<file path="src/rtl/divider_4bits.sv">
// divider_4bits: sequential 4-bit unsigned restoring divider.
// One shift/trial-subtract per cycle; start/done handshake with a one-cycle
// done pulse. Optional macro DIVIDER_4BITS_DIV_ZERO_CHECK_EN short-circuits a
// zero divisor straight to DONE and reports it on div_by_zero.
module divider_4bits (
   input  logic       clk,
   input  logic       reset,
   input  logic       start,
   input  logic [3:0] A,
   input  logic [3:0] B,
   output logic [3:0] Q,
   output logic [3:0] R,
   output logic       done,
   output logic       busy,
   output logic       div_by_zero
);

   typedef enum logic [1:0] {
      IDLE = 2'd0,
      RUN  = 2'd1,
      DONE = 2'd2
   } state_t;

   state_t     state_q, state_d;
   logic [3:0] aq_q, aq_d;     // dividend shifting out, quotient bits shifting in
   logic [3:0] b_q, b_d;       // captured divisor
   logic [4:0] p_q, p_d;       // partial remainder, one bit wider than the divisor
   logic [1:0] cnt_q, cnt_d;   // iteration index 0..3
   logic [3:0] q_q, q_d;
   logic [3:0] r_q, r_d;
`ifdef DIVIDER_4BITS_DIV_ZERO_CHECK_EN
   logic       dz_q, dz_d;
`endif

   // Iteration datapath: shift in the next dividend bit and trial-subtract B
   logic [4:0] trial;
   logic [4:0] diff;
   logic [4:0] p_next;
   logic [3:0] aq_next;

   always_comb begin
      trial   = {p_q[3:0], aq_q[3]};
      // T - {0,B} as T + two's complement of the zero-extended divisor
      diff    = trial + {1'b1, ~b_q} + 5'd1;
      p_next  = diff[4] ? trial : diff;
      aq_next = {aq_q[2:0], ~diff[4]};
   end

   // Next-state and register-update logic for the IDLE/RUN/DONE sequence
   always_comb begin
      state_d = state_q;
      aq_d    = aq_q;
      b_d     = b_q;
      p_d     = p_q;
      cnt_d   = cnt_q;
      q_d     = q_q;
      r_d     = r_q;
`ifdef DIVIDER_4BITS_DIV_ZERO_CHECK_EN
      dz_d    = dz_q;
`endif
      case (state_q)
         IDLE, DONE: begin
            if (state_q == DONE) begin
               state_d = IDLE;
            end
            if (start) begin
               aq_d    = A;
               b_d     = B;
               p_d     = 5'd0;
               cnt_d   = 2'd0;
               state_d = RUN;
`ifdef DIVIDER_4BITS_DIV_ZERO_CHECK_EN
               // Zero divisor: present the natural result immediately
               if (B == 4'd0) begin
                  state_d = DONE;
                  q_d     = 4'hF;
                  r_d     = A;
                  dz_d    = 1'b1;
               end
`endif
            end
         end
         RUN: begin
            aq_d  = aq_next;
            p_d   = p_next;
            cnt_d = cnt_q + 2'd1;
            if (cnt_q == 2'd3) begin
               state_d = DONE;
               q_d     = aq_next;
               r_d     = p_next[3:0];
`ifdef DIVIDER_4BITS_DIV_ZERO_CHECK_EN
               dz_d    = 1'b0;
`endif
            end
         end
         default: state_d = IDLE;
      endcase
   end

   // State and datapath registers; reset discards any in-flight division
   always_ff @(posedge clk) begin
      if (reset) begin
         state_q <= IDLE;
         aq_q    <= 4'd0;
         b_q     <= 4'd0;
         p_q     <= 5'd0;
         cnt_q   <= 2'd0;
         q_q     <= 4'd0;
         r_q     <= 4'd0;
`ifdef DIVIDER_4BITS_DIV_ZERO_CHECK_EN
         dz_q    <= 1'b0;
`endif
      end else begin
         state_q <= state_d;
         aq_q    <= aq_d;
         b_q     <= b_d;
         p_q     <= p_d;
         cnt_q   <= cnt_d;
         q_q     <= q_d;
         r_q     <= r_d;
`ifdef DIVIDER_4BITS_DIV_ZERO_CHECK_EN
         dz_q    <= dz_d;
`endif
      end
   end

   // Outputs decoded from state and held result registers
   always_comb begin
      Q    = q_q;
      R    = r_q;
      done = (state_q == DONE);
      busy = (state_q == RUN);
`ifdef DIVIDER_4BITS_DIV_ZERO_CHECK_EN
      div_by_zero = dz_q;
`else
      div_by_zero = 1'b0;
`endif
   end

endmodule

</file>
<file path="config.mk">
export PLATFORM = sky130hd
export DESIGN_NAME = divider_4bits
export DESIGN_NICKNAME = d
export VERILOG_FILES = /design/src/rtl/divider_4bits.sv
export SDC_FILE = /design/constraint.sdc
export NUM_CORES = 1
export LEC_CHECK = 0
export ABC_AREA = 1
export CAP_MARGIN = 40
export CORE_AREA = 2 2 67 69
export CTS_CLUSTER_DIAMETER = 40
export DETAILED_ROUTE_END_ITERATION = 16
export DIE_AREA = 0 0 69 71
export GPL_ROUTABILITY_DRIVEN = 0
export HOLD_SLACK_MARGIN = 0.12
export PLACE_DENSITY_LB_ADDON = 0.15
export SKIP_LAST_GASP = 1
export SYNTH_ARGS = -nofsm -noshare
export SYNTH_HDL_FRONTEND = slang
export SYNTH_SLANG_ARGS = --single-unit
</file>
<file path="constraint.sdc">
create_clock -name clk -period 2.3 [get_ports clk]
set_clock_uncertainty 0.05 [all_clocks]
set_input_delay 0.69 -clock clk [delete_from_list [all_inputs] [get_ports clk]]
set_output_delay 0.69 -clock clk [all_outputs]
set_load 0.01 [all_outputs]
</file>
==> reports/qor.log <==
INFO  placed_design  dpl-instance-area=0.001431mm²
INFO  run            cap_viol_max_count=0
INFO  logic_synthesis post_synth_and_or_nand_nor_area_fraction=26.73%
INFO  floorplanning  die_area=0.004899mm²
INFO  worst_setup_path worst_setup_path_type=flip-flop to primary output
INFO  logic_synthesis ys_types=27
INFO  logic_synthesis synth_top_family_by_area=simple AND/OR/NAND/NOR gates
INFO  floorplanning  placeableCoreArea=0.004204mm²
INFO  global_routing grt_overflow_total=0
INFO  clocking       numCtsBuffers=3
INFO  logic_synthesis synthAdderAreaFrac=7.029%
INFO  worst_setup_path crit_path_end_kind=primary output
INFO  final_layout   layout_common_cells=32 x nand2_1, 24 x dfxtp_1, 20 x clkdlybuf4s50_1
INFO  clocking       cts.sinks=24
INFO  logic_synthesis synth-warning-count=0
INFO  logic_synthesis yosysSeqAreaShare=40.89%
INFO  power_and_ir_drop leakage=0.6532nW
INFO  clocking       post_cts_resized=0
INFO  min_path       worst_hold_startpoint=cnt_q[0]$_SDFFE_PP0P_
INFO  floorplanning  die_x=69µm
INFO  worst_setup_path critical_path_peak_fanout=6
INFO  power_and_ir_drop net-switching-power=0.0003301W
INFO  status         run_status=completed
INFO  logic_synthesis synth.area.mux_share=0%
INFO  timing         final.period_utilization=93.69%
INFO  floorplanning  placementRows=24
INFO  floorplanning  boundaryPins=22
INFO  worst_setup_path crit-reg2reg-launch=aq_q[3]$_SDFFE_PP0P_
INFO  global_routing grt_antenna_before_repair=0
INFO  route          detail_route.drc_violations=0
INFO  min_path       hold_depth=1
INFO  final_layout   area_delta_synth_final=26.52%
INFO  power_and_ir_drop switching_share=31.70%
INFO  route          route.final.wire_length=2.665mm
INFO  global_routing track_usage=11.94%
INFO  logic_synthesis post_synth.cell_area_avg=7.679µm²
INFO  clocking       post-cts-setup-buffer-count=0
INFO  global_routing grt_start_max_net_pins=14
INFO  placed_design  dpl.hpwl=2.102mm
INFO  timing         timing.fmax=464.1MHz
INFO  route          routed_wl_per_cell=11.74µm
INFO  timing         rsz0062_at_grt=no
INFO  power_and_ir_drop comb_pwr_share=27.7%
INFO  worst_setup_path cp.arrival=1.41ns
INFO  final_layout   fillerInstances=457
INFO  timing         finalMaxSlewViolations=0
INFO  clocking       cts.reportedPaths.clkPinSlew=0.09ns
INFO  floorplanning  start_util=27.95%
INFO  floorplanning  dieHeight=71µm
INFO  timing         setup_violations=0
INFO  logic_synthesis synth_compound_gate_area_share=14.59%
INFO  clocking       cts_tree=yes
INFO  clocking       worst_skew_pair.late_latency=0.27ns
INFO  route          drtIter0Drc=22
INFO  clocking       htree_levels=1
INFO  timing         fin_tns_setup=0ns
INFO  final_layout   sequential_cell_area=480.5µm²
INFO  logic_synthesis yosys.area_share.xor_xnor=0.7455%
INFO  min_path       worstHoldPathType=flip-flop to flip-flop
INFO  logic_synthesis post_synth_instance_area=0.001175mm²
INFO  logic_synthesis postSynthRegisterBits=24
INFO  clocking       cts_hold_buffers=0
INFO  power_and_ir_drop power-per-cell-area=700.5mW/mm²
INFO  global_routing grt_pass1_wl=4.733mm
INFO  route          viasPerCell=4.480
INFO  route          drt_pass1_iterations=4
INFO  power_and_ir_drop internal_power=0.0007112W
INFO  final_layout   fraction_of_final_layout_cells_sized_beyond_drive_strength_1=10.29%
INFO  timing         final.min_clock_period=2.155ns
INFO  power_and_ir_drop clkPwrFrac=28.2%
INFO  final_layout   antenna-diode-count=0
INFO  logic_synthesis synthCells=153
INFO  final_layout   multiInputGateArea=580.6µm²
INFO  clocking       clk_root_buffer_cell=clkbuf_8
INFO  route          route.antenna.remaining_nets=0
INFO  placed_design  buffer_ports.inserted=20
INFO  worst_setup_path r2r.worst_path.cells=13
INFO  route          route.vias.total=1017
INFO  final_layout   nets=193
INFO  global_routing grt_pass1_vias=1056
INFO  worst_setup_path r2r_slack=0.43ns
INFO  final_layout   layout_commonest_cell=nand2_1
INFO  worst_setup_path crit_required=1.56ns
INFO  power_and_ir_drop pwr-share-seq=44.1%
INFO  clocking       ctsLongestPathBuffers=2
INFO  logic_synthesis syn_nets=170
INFO  power_and_ir_drop max-vdd-ir-drop=0.2465mV
INFO  worst_setup_path worstSetupStartpointType=flip-flop
INFO  min_path       min_delay_worst_endpoint=cnt_q[0]$_SDFFE_PP0P_
INFO  timing         hold_ws=0.4161ns
INFO  final_layout   final_standard_cell_area_without_fillers=0.001486mm²
INFO  timing         hold_viol_final=0
INFO  worst_setup_path crit-reg2reg-capture=R[2]$_SDFFE_PP0P_
==> worst max path at each step <==
stage,startpoint,end,cells after the start
6_report,state_q[0]$_SDFFE_PP0P_,busy,3
5_1_grt,state_q[1]$_SDFFE_PP0P_,busy,4
4_1_cts,state_q[0]$_SDFFE_PP0P_,busy,3
3_5_place_dp,start,aq_q[0]$_SDFFE_PP0P_,6
3_3_place_gp,start,p_q[3]$_SDFFE_PP0P_,6
2_1_floorplan,aq_q[3]$_SDFFE_PP0P_,R[3]$_SDFFE_PP0P_,12
==> logic make-up after synthesis <==
kind of cell	count (synthesis)
other	1
DFF	24
xor gates and xnor gates	1
buffers and inverters	26
adders and majority gates	6
AOI/OAI and AO/OA	30
and+or+nand+nor	65
==> cell usage after synthesis, drive strengths merged <==
cell type	number	share of area [%]
nand3	10	4.3
o221ai	1	0.75
nor2	11	3.5
xor2	1	0.75
clkinv	1	0.32
buf	3	1.5
ha	5	5.3
fa	1	1.7
conb	1	0.32
nand3b	3	3.0
inv	19	6.1
a211oi	1	0.64
or2	1	0.75
a21oi	12	5.4
nand2	39	15
nor3	1	0.43
a31oi	3	1.6
dfxtp	24	41
a21o	3	1.9
clkbuf	3	1.8
o21ai	10	4.3
==> worst max-delay path, stage by stage, from the launching register on <==
cell	delay, ns
dfxtp_1	0.36
nand2_1	0.15
inv_1	0.11
clkdlybuf4s50_1	0.53
==> per-layer routing <==
| metal | track usage (%) | wire length (µm) | vias to the layer above |
|---|---|---|---|
| met5 | 0 | 0 | - |
| met4 | 5.229 | 38 | 0 |
| met3 | 1.425 | 52 | 4 |
| met2 | 22.12 | 1392 | 10 |
| met1 | 13.81 | 1181 | 472 |
| li1 | - | - | 531 |
==> power by group through the flow <==
stage	Sequential, W	Combinational, W	Clock, W
floorplan	0.000463	0.000222	0
global placement	0.000470	0.000284	0
detailed placement	0.000470	0.000291	0
CTS	0.000460	0.000292	0.000301
global route	0.000463	0.000335	0.000318
finish	0.000459	0.000288	0.000294
==> layout make-up <==
cell class	count	share of cell area (%)
Multi-Input combinational cell	103	39.06
Sequential cell	24	32.32
Timing Repair Buffer	24	15.49
Inverter	20	5.050
Tap cell	52	4.377
Clock buffer	4	3.704
==> registers in the layout, indices dropped and copies added (netlist names) <==
signal / count
Q: 4
R: 4
aq_q: 4
b_q: 4
cnt_q: 2
p_q: 4
state_q: 2
==> per-stage QoR <==
stage | power [W] | cells | worst slack (ns) | utilization, %
final | 0.001041 | 227 | 0.1452 | 35.36
after floorplan | 0.0006853 | 153 | 0.6099 | -
after global placement | 0.0007541 | 223 | 0.3953 | 34.05
after global routing | 0.001116 | 227 | 0.04829 | 35.36
after CTS | 0.001053 | 227 | 0.1279 | 35.36
after detailed placement | 0.0007607 | 223 | 0.3833 | 34.05
Power figures use the tool's default switching activity.
